===== config.mk =====
export PLATFORM = sky130hd
export DESIGN_NAME = reg_bank
export DESIGN_NICKNAME = d
export VERILOG_FILES = /design/src/rtl/iaaa_pkg.sv /design/src/rtl/bank_reg.sv /design/src/rtl/reg_bank.sv
export SDC_FILE = /design/constraint.sdc
export NUM_CORES = 1
export LEC_CHECK = 0
export ABC_AREA = 0
export BUFFER_PORTS_ARGS = -buffer_cell sky130_fd_sc_hd__clkbuf_2
export CAP_MARGIN = 10
export CORE_MARGIN = 2
export CORE_UTILIZATION = 45
export DETAILED_ROUTE_END_ITERATION = 12
export PLACE_DENSITY = 0.7
export SLEW_MARGIN = 0
export SYNTH_ARGS = -nofsm -noshare
export SYNTH_HDL_FRONTEND = slang
export SYNTH_HIERARCHICAL = 1
export SYNTH_SLANG_ARGS = --single-unit

===== constraint.sdc =====
create_clock -name Clock -period 1.6 [get_ports Clock]
set_input_delay 0.08 -clock Clock [delete_from_list [all_inputs] [get_ports Clock]]
set_output_delay 0.08 -clock Clock [all_outputs]
set_load 0.01 [all_outputs]

===== src/rtl/iaaa_pkg.sv =====
// Shared constants for the register-write decoder, controller and register bank.
// Bit indices follow the decoder's one-hot write-enable layout.
package iaaa_pkg;
  localparam int DATA_W = 16;
  localparam int NREG   = 19;

  localparam int IDX_R1   = 0;
  localparam int IDX_R2   = 1;
  localparam int IDX_R3   = 2;
  localparam int IDX_R4   = 3;
  localparam int IDX_R5   = 4;
  localparam int IDX_R6   = 5;
  localparam int IDX_R7   = 6;
  localparam int IDX_R8   = 7;
  localparam int IDX_R9   = 8;
  localparam int IDX_R10  = 9;
  localparam int IDX_R11  = 10;
  localparam int IDX_R12  = 11;
  localparam int IDX_R13  = 12;
  localparam int IDX_R14  = 13;
  localparam int IDX_PC   = 14;
  localparam int IDX_TOTR = 15;
  localparam int IDX_MDDR = 16;
  localparam int IDX_TR   = 17;
  localparam int IDX_AR   = 18;

  localparam logic [4:0] SEL_NONE = 5'd0;
  localparam logic [4:0] SEL_ALL  = 5'd31;
endpackage


===== src/rtl/bank_reg.sv =====
// One bank register: load wins over increment; increment logic exists only when INC_EN is set.
module bank_reg #(
  parameter int W      = 16,
  parameter bit INC_EN = 1'b0
) (
  input  logic         Clock,
  input  logic         Reset_n,
  input  logic         load,
  input  logic         inc,
  input  logic [W-1:0] d,
  output logic [W-1:0] q
);
  always_ff @(posedge Clock or negedge Reset_n) begin
    if (!Reset_n)             q <= '0;
    else if (load)            q <= d;
    else if (INC_EN && inc)   q <= q + W'(1);
  end
endmodule


===== src/rtl/reg_bank.sv =====
// Register bank: R1..R14, PC, TOTR, MDDR, TR, AR written from one-cycle-aligned bus data,
// with a registered read port and direct PC/AR taps for the memory interface.
module reg_bank
  import iaaa_pkg::*;
(
  input  logic              Clock,
  input  logic              Reset_n,
  input  logic [DATA_W-1:0] Bus_in,
  input  logic [NREG-1:0]   RDec_out,
  input  logic              PC_inc,
  input  logic              AR_inc,
  input  logic [4:0]        Rd_sel,
  output logic [DATA_W-1:0] Bus_out,
  output logic [DATA_W-1:0] PC_out,
  output logic [DATA_W-1:0] AR_out
);
  logic [DATA_W-1:0]            bus_d;
  logic [NREG-1:0][DATA_W-1:0]  regs;
  logic [NREG-1:0]              inc_vec;
  logic [DATA_W-1:0]            rd_data;

  // Decoder enables arrive one cycle after the bus data, so writes use the delayed copy.
  always_ff @(posedge Clock or negedge Reset_n) begin
    if (!Reset_n) bus_d <= '0;
    else          bus_d <= Bus_in;
  end

  always_comb begin
    inc_vec          = '0;
    inc_vec[IDX_PC]  = PC_inc;
    inc_vec[IDX_AR]  = AR_inc;
  end

  for (genvar i = 0; i < NREG; i++) begin : g_reg
    bank_reg #(
      .W      (DATA_W),
      .INC_EN ((i == IDX_PC) || (i == IDX_AR))
    ) u_reg (
      .Clock   (Clock),
      .Reset_n (Reset_n),
      .load    (RDec_out[i]),
      .inc     (inc_vec[i]),
      .d       (bus_d),
      .q       (regs[i])
    );
  end

  // Codes outside 1..NREG read as zero.
  always_comb begin
    rd_data = '0;
    for (int i = 0; i < NREG; i++)
      if (Rd_sel == 5'(i + 1)) rd_data = regs[i];
  end

  always_ff @(posedge Clock or negedge Reset_n) begin
    if (!Reset_n) Bus_out <= '0;
    else          Bus_out <= rd_data;
  end

  assign PC_out = regs[IDX_PC];
  assign AR_out = regs[IDX_AR];
endmodule


==> results of run 1 <==
## where the power goes
part	switching [uW]	internal, uW
clock network	3580	5320
registers	665	9360
logic	1610	1770
## state kept, by name, summed over array words and instances (netlist names)
register and count:
bus_d 16, g.u_reg/q 304, Bus_out 16
## cell usage in the layout (no fill, tap or decap), drive strengths merged, types with 6 or more instances in the layout
cell type,instances
a221oi,6
a21oi,48
and3,9
a221o,7
and4,9
o211ai,10
nand4,14
xnor2,14
o21ai,89
mux4,6
nor2,35
nand2b,12
clkinv,8
a31oi,10
a211oi,13
o22ai,22
dfrtp,336
nor3b,7
inv,18
nor3,14
xor2,10
o221ai,8
dlygate4sd3,20
a22oi,25
nor2b,15
nand2,82
buf,221
nor4,7
clkbuf,135
nand3,20
mux2,275
mux2i,17
## layer usage
metal  GRT usage  up-vias  routed length, um
li1            -     5328                  -
met2       0.397      573              22500
met5           0        -                  0
met1       0.362     6292              21400
met3      0.0395      108               3530
met4      0.0913        0               1630
## final timing paths
path / endpoint / slack (ns) / start / depth (start not counted)
setup / recovery: Bus_out[7] / -0.07 / g_reg[1].u_reg/q[7] / 7
setup reg to reg: Bus_out[7] / -0.07 / g_reg[1].u_reg/q[7] / 7
max in group asynchronous: g_reg[5].u_reg/q[9] / 0.79 / Reset_n / 3
min in group Clock: g_reg[3].u_reg/q[7] / 0.11 / RDec_out[3] / 2
hold / removal: g_reg[0].u_reg/q[15] / 0.07 / Reset_n / 2
hold reg to reg: g_reg[15].u_reg/q[3] / 0.50 / g_reg[15].u_reg/q[3] / 1
## layout make-up
| cell class | instances | share of cell area |
|---|---|---|
| sequential | 336 | 0.414 |
| multi-input combinational | 849 | 0.373 |
| timing repair buffer | 329 | 0.120 |
| clock buffer | 47 | 0.0498 |
| tap | 468 | 0.0288 |
| clock inverter | 20 | 0.0122 |
| inverter | 16 | 0.00295 |
## stage by stage
stage / std cells / utilization
after global routing: 2065 / 0.556
after CTS: 2064 / 0.553
final: 2065 / 0.556
after global placement: 1977 / 0.512
after detailed placement: 1977 / 0.512
after floorplan: 1295 / -
## repair_timing
item / in CTS / in global routing
hold buffers: 20 / 0
buffers inserted: 0 / 1
endpoints found under the hold margin: 358 / 0
resized for setup: 14 / 22
pin swaps: 7 / 7
setup endpoints to repair: 5 / 17
==> summary.md, run 1 <==
| Metric | Value |
|---|---|
| TritonCTS clock tree | `done` |
| Critical Path End Type | `register` |
| CTS root buf | `clkbuf_16` |
| DR WL/cell | `23.7 um` |
| Cell area after synthesis | `0.0168 mm2` |
| DRC viols | `0` |
| Gr usage total | `0.255` |
| Total Power | `22300 uW` |
| Leak | `0.00922 uW` |
| Worst Setup Start Kind | `register` |
| Hold Crit Class | `input port to asynchronous set/reset pin` |
| Critical path's largest stage delay | `0.40 ns` |
| TNS Setup | `-0.129 ns` |
| Max cap viols | `0` |
| Period minus WS final | `1.67 ns` |
| Vias in the first global route | `12.6k` |
| Cells after synthesis | `1295` |
| Critical Path RT | `2.00 ns` |
| Worst slew pin tran | `0.868 ns` |
| Initial antenna violation count | `0` |
| Buf/Inv on CP | `1` |
| TritonCTS Buffers | `37` |
| Clk slew on worst S/H paths | `0.07 ns` |
| Final HPWL DP | `34600 um` |
| Fillers | `2952` |
| Drt pass-1 iters | `6` |
| Crit Path Category | `register to register` |
| Number of vias per cell | `5.96` |
| Number of synthesis warnings | `6` |
| Max Slew Vio Count | `0` |
| Area of the multi-input gates | `0.00759 mm2` |
| Post-Syn Area per Cell | `12.9 um2` |
| Final WL | `49000 um` |
| Net count after synthesis | `1341` |
| Port bufs | `91` |
| Area after DPL | `0.0188 mm2` |
| Post-Layout Inst Area | `0.0203 mm2` |
| Sinks on Clock Net | `336` |
| FF+latch area | `0.00841 mm2` |
| Final period util | `1.05` |
| Worst IR Drop VDD | `0.635 mV` |
| Area growth from synthesis to layout | `21.4%` |
| WHS | `0.0734 ns` |
| Clock skew | `0.0159 ns` |
| Share of layout cells above drive strength 1 | `0.439` |
| CTS max path bufs | `3` |
| Final setup margin | `-0.0740 ns` |
| Die span in x | `197 um` |
| Iter 0 DRT Violations | `1153` |
| Worst-path fanout max | `2` |
| Violated checks | `setup timing` |
| Post-route ant nets | `0` |
| Final Setup Violations | `2` |
| Largest net degree at the start of global routing | `53` |
| Pre-CTS WS | `-0.617 ns` |
| I/O Pins | `92` |
| Die ar. | `0.0388 mm2` |
| Largest delay share family, worst path | `compound AO/OA/AOI/OAI gates` |
| Cell Chain, Critical Path | `o21ai_1 > nand2_1 > a222oi_1 > a2111oi_1 > buf_4 > a2111oi_4 > nor4_1` |
| ANT cells | `0` |
| H-tree lvl count | `2` |
| Number of nets in the layout | `1615` |
| Vias post-DR | `12.3k` |
| Core ar. | `0.0366 mm2` |
| PwrDens | `1100 mW/mm2` |
| Outcome | `finished with violations` |
| Grt ovf | `0` |
| Fmax | `597 MHz` |
| Die span in y | `197 um` |
| RSZ-0062 raised after global routing | `yes` |
| Site Rows | `70` |
| Critical Path AT | `2.08 ns` |
| Max-Slew Margin vs Limit | `0.421` |
| Final hold violation count | `0` |
| Clock insertion delay at the later pin of the skew report | `0.53 ns` |
| Final GP Congestion | `0.939` |
| Critical-path top delay cell | `dfrtp_1` |
| Initial Util | `0.458` |
| First-pass GRT wire length | `76100 um` |
Note: power is estimated with default switching activity, not from simulation.
==> run 2, diff against run 1 <==
--- a/config.mk
+++ b/config.mk
@@ -10,6 +10,7 @@
 export CAP_MARGIN = 10
 export CORE_MARGIN = 2
 export CORE_UTILIZATION = 45
+export CTS_BUF_LIST = sky130_fd_sc_hd__clkbuf_2 sky130_fd_sc_hd__clkbuf_4 sky130_fd_sc_hd__clkbuf_8
 export DETAILED_ROUTE_END_ITERATION = 12
 export PLACE_DENSITY = 0.7
 export SLEW_MARGIN = 0
==> run 2 against run 1 <==
- the run still ends with setup timing left
- combinational power hardly changed
- first-iteration DRC count grew 11%
- setup slack improved by 0.0083 ns
- via count decreased by 0.30%
- largest power group unchanged
- power shrank 1.8%
- clock skew increased by 0.014 ns
- global-route usage is 0.15 points higher
- worst hold slack got worse by 0.043 ns
- highest routed layer unchanged
- sequential cell count did not move
==> summary.md, run 2 (same netlist as run 1, synthesis figures left out) <==
| Metric | Value |
|---|---|
| Outcome | `finished with violations` |
| Violated checks | `setup timing` |
| Critical Path AT | `2.18 ns (+0.10 ns)` |
| Cell Chain, Critical Path | `buf_4 > o22ai_1 > a2111oi_2 > a2111oi_4 > nor4_1` |
| Final GP Congestion | `0.939 (unchanged)` |
| Max reg flops | `304 (unchanged)` |
| TNS Setup | `-0.101 ns (+0.0281 ns)` |
| Crit Path Category | `register to register` |
| HP Start | `RDec_out[15]` |
| Area growth from synthesis to layout | `21.6%` |
| Clk slew on worst S/H paths | `0.07 ns (about the same)` |
| Final hold violation count | `0 (unchanged)` |
| Critical-path top delay cell | `a2111oi_2` |
| Worst-case hold path end point | `g_reg[15].u_reg/q[12]` |
| Port bufs | `91 (unchanged)` |
| Max-Slew Margin vs Limit | `0.416 (-0.00519)` |
| DR WL/cell | `23.4 um (-1.3%)` |
| Most frequent cells in the layout | `334 x dfrtp_1, 207 x buf_4, 170 x mux2_4, 105 x mux2_2, 88 x clkbuf_2` |
| Most common cell after layout, fill and taps aside | `dfrtp_1` |
| Iter 0 DRT Violations | `1282 (+11%)` |
| Core Util, Final | `0.556 (+0.000786)` |
| WHS | `0.0305 ns (-0.0429 ns)` |
| Die ar. | `0.0388 mm2 (unchanged)` |
| H-tree lvl count | `2 (unchanged)` |
| Post-route ant nets | `0 (unchanged)` |
| Worst slew pin tran | `0.876 ns (+0.00778 ns)` |
| Final WL | `49200 um (+0.34%)` |
| Site Rows | `70 (unchanged)` |
| TritonCTS Buffers | `54 (+46%)` |
| Area after DPL | `0.0188 mm2 (unchanged)` |
| DRC viols | `0 (unchanged)` |
| Critical R2R Launch | `g_reg[3].u_reg/q[7]` |
| Worst hold stages | `3` |
| Vias in the first global route | `12.7k (+0.75%)` |
| CTS root buf | `clkbuf_8` |
| Critical path's largest stage delay | `0.72 ns (+0.32 ns)` |
| Period minus WS final | `1.67 ns (-0.00835 ns)` |
| RSZ-0062 raised after global routing | `yes` |
| Leak | `0.00929 uW (+0.74%)` |
| Clock skew | `0.0296 ns (+0.0136 ns)` |
| R2r worst-path depth | `5 (-2)` |
| Worst-path fanout max | `2 (unchanged)` |
| Vias post-DR | `12.3k (-0.30%)` |
| Grt ovf | `0 (unchanged)` |
| PwrDens | `1070 mW/mm2 (-2.0%)` |
| ANT cells | `0 (unchanged)` |
| Critical Path RT | `2.12 ns (+0.12 ns)` |
| Die span in y | `197 um (unchanged)` |
| Clock insertion delay at the later pin of the skew report | `0.62 ns (+0.09 ns)` |
| Die span in x | `197 um (unchanged)` |
| Final HPWL DP | `34600 um (unchanged)` |
| Post-Layout Inst Area | `0.0204 mm2 (+0.14%)` |
| Initial antenna violation count | `0 (unchanged)` |
| Worst IR Drop VDD | `0.553 mV (-13%)` |
| Critical Path End Type | `register` |
| Final setup margin | `-0.0656 ns (+0.00835 ns)` |
| Max Slew Vio Count | `0 (unchanged)` |
| R2r setup slk | `-0.07 ns (about the same)` |
| Fmax | `600 MHz (+0.50%)` |
| Number of vias per cell | `5.84 (-2.0%)` |
| Number of nets in the layout | `1636 (+1.3%)` |
| Final period util | `1.04 (-0.00522)` |
| Largest delay share family, worst path | `compound AO/OA/AOI/OAI gates` |
| Max cap viols | `0 (unchanged)` |
| Final Setup Violations | `2 (unchanged)` |
| Gr usage total | `0.256 (+0.00147)` |
| TritonCTS clock tree | `done` |
| Largest net degree at the start of global routing | `53 (unchanged)` |
| Leading registers by flop count | `g.u_reg/q: 304 flops, Bus_out: 16 flops, bus_d: 16 flops` |
| I/O Pins | `92 (unchanged)` |
| RR Endpoint | `Bus_out[7]` |
| CTS max path bufs | `3 (unchanged)` |
| Drt pass-1 iters | `7 (+1)` |
| Worst Setup Start Kind | `register` |
| Buf/Inv on CP | `1 (unchanged)` |
| Top reg by flops | `g.u_reg/q` |
| Initial Util | `0.458 (unchanged)` |
| Sinks on Clock Net | `336 (unchanged)` |
| Core ar. | `0.0366 mm2 (unchanged)` |
| Share of layout cells above drive strength 1 | `0.450 (+0.0108)` |
| Hold Crit Class | `input port to register` |
| First-pass GRT wire length | `76300 um (+0.27%)` |
## run 2: cell types whose count changed in the layout (fill, tap and decap cells not counted), moves of 5 or more
cell | before | now
dlygate4sd3_1 | 20 | 25
clkbuf_8 | 5 | 73
clkbuf_1 | 5 | 0
clkbuf_16 | 37 | 0
clkinvlp_4 | 5 | 0
clkinv_2 | 7 | 1
clkbuf_4 | 1 | 21
## run 2: layout make-up
cell class / count / area [um2]
clock buffer: 94 / 1160
clock inverter: 4 / 95.1
fill: 2992 / 16200
inverter: 16 / 60.1
multi-input combinational: 849 / 7580
sequential: 336 / 8410
tap: 468 / 586
timing repair buffer: 333 / 2470
## run 2: tightest hold or removal path: cells and delay by family
kind                   cells  cell delay, ns
buffers and inverters      2            0.30
multiplexers               1            0.23
## run 2: worst max path at each step
stage / slack [ns] / cells past startpoint / end / startpoint
finish: -0.07 / 5 / Bus_out[7] / g_reg[3].u_reg/q[7]
global route: -0.11 / 6 / Bus_out[7] / g_reg[1].u_reg/q[7]
CTS: -0.09 / 6 / Bus_out[11] / g_reg[3].u_reg/q[11]
detailed placement: -0.62 / 10 / Bus_out[7] / Rd_sel[3]
global placement: -0.67 / 10 / Bus_out[7] / Rd_sel[3]
floorplan: -0.14 / 8 / Bus_out[3] / Rd_sel[1]
## run 2: what timing repair did
item	CTS	global route
hold endpoints to repair	370	0
gates cloned	0	0
hold buffers	25	0
resized for setup	13	16
buffers inserted	0	1
endpoints found under the setup margin	4	18
pin swaps	7	8
## run 2: where the power goes
part	total [uW]	switching (uW)	internal, uW
clock	8490	3480	5010
sequential	10000	664	9360
combinational	3380	1600	1770
total	21900	5750	16100
## run 2: stage by stage
stage,std cells,total power [uW],worst slack (ns)
2_1_floorplan,1295,12000,-0.140
3_3_place_gp,1977,13300,-0.674
3_5_place_dp,1977,13400,-0.617
4_1_cts,2100,21900,-0.0917
5_1_grt,2100,22700,-0.106
6_report,2100,21900,-0.0656
## run 2: routing by layer
layer | global-route usage | part of all wire | vias up | wire length [um]
met4 | 0.0849 | 0.028 | 0 | 1370
li1 | - | - | 5375 | -
met5 | 0 | 0 | - | 0
met1 | 0.364 | 0.44 | 6280 | 21900
met2 | 0.401 | 0.46 | 510 | 22600
met3 | 0.0423 | 0.069 | 99 | 3380
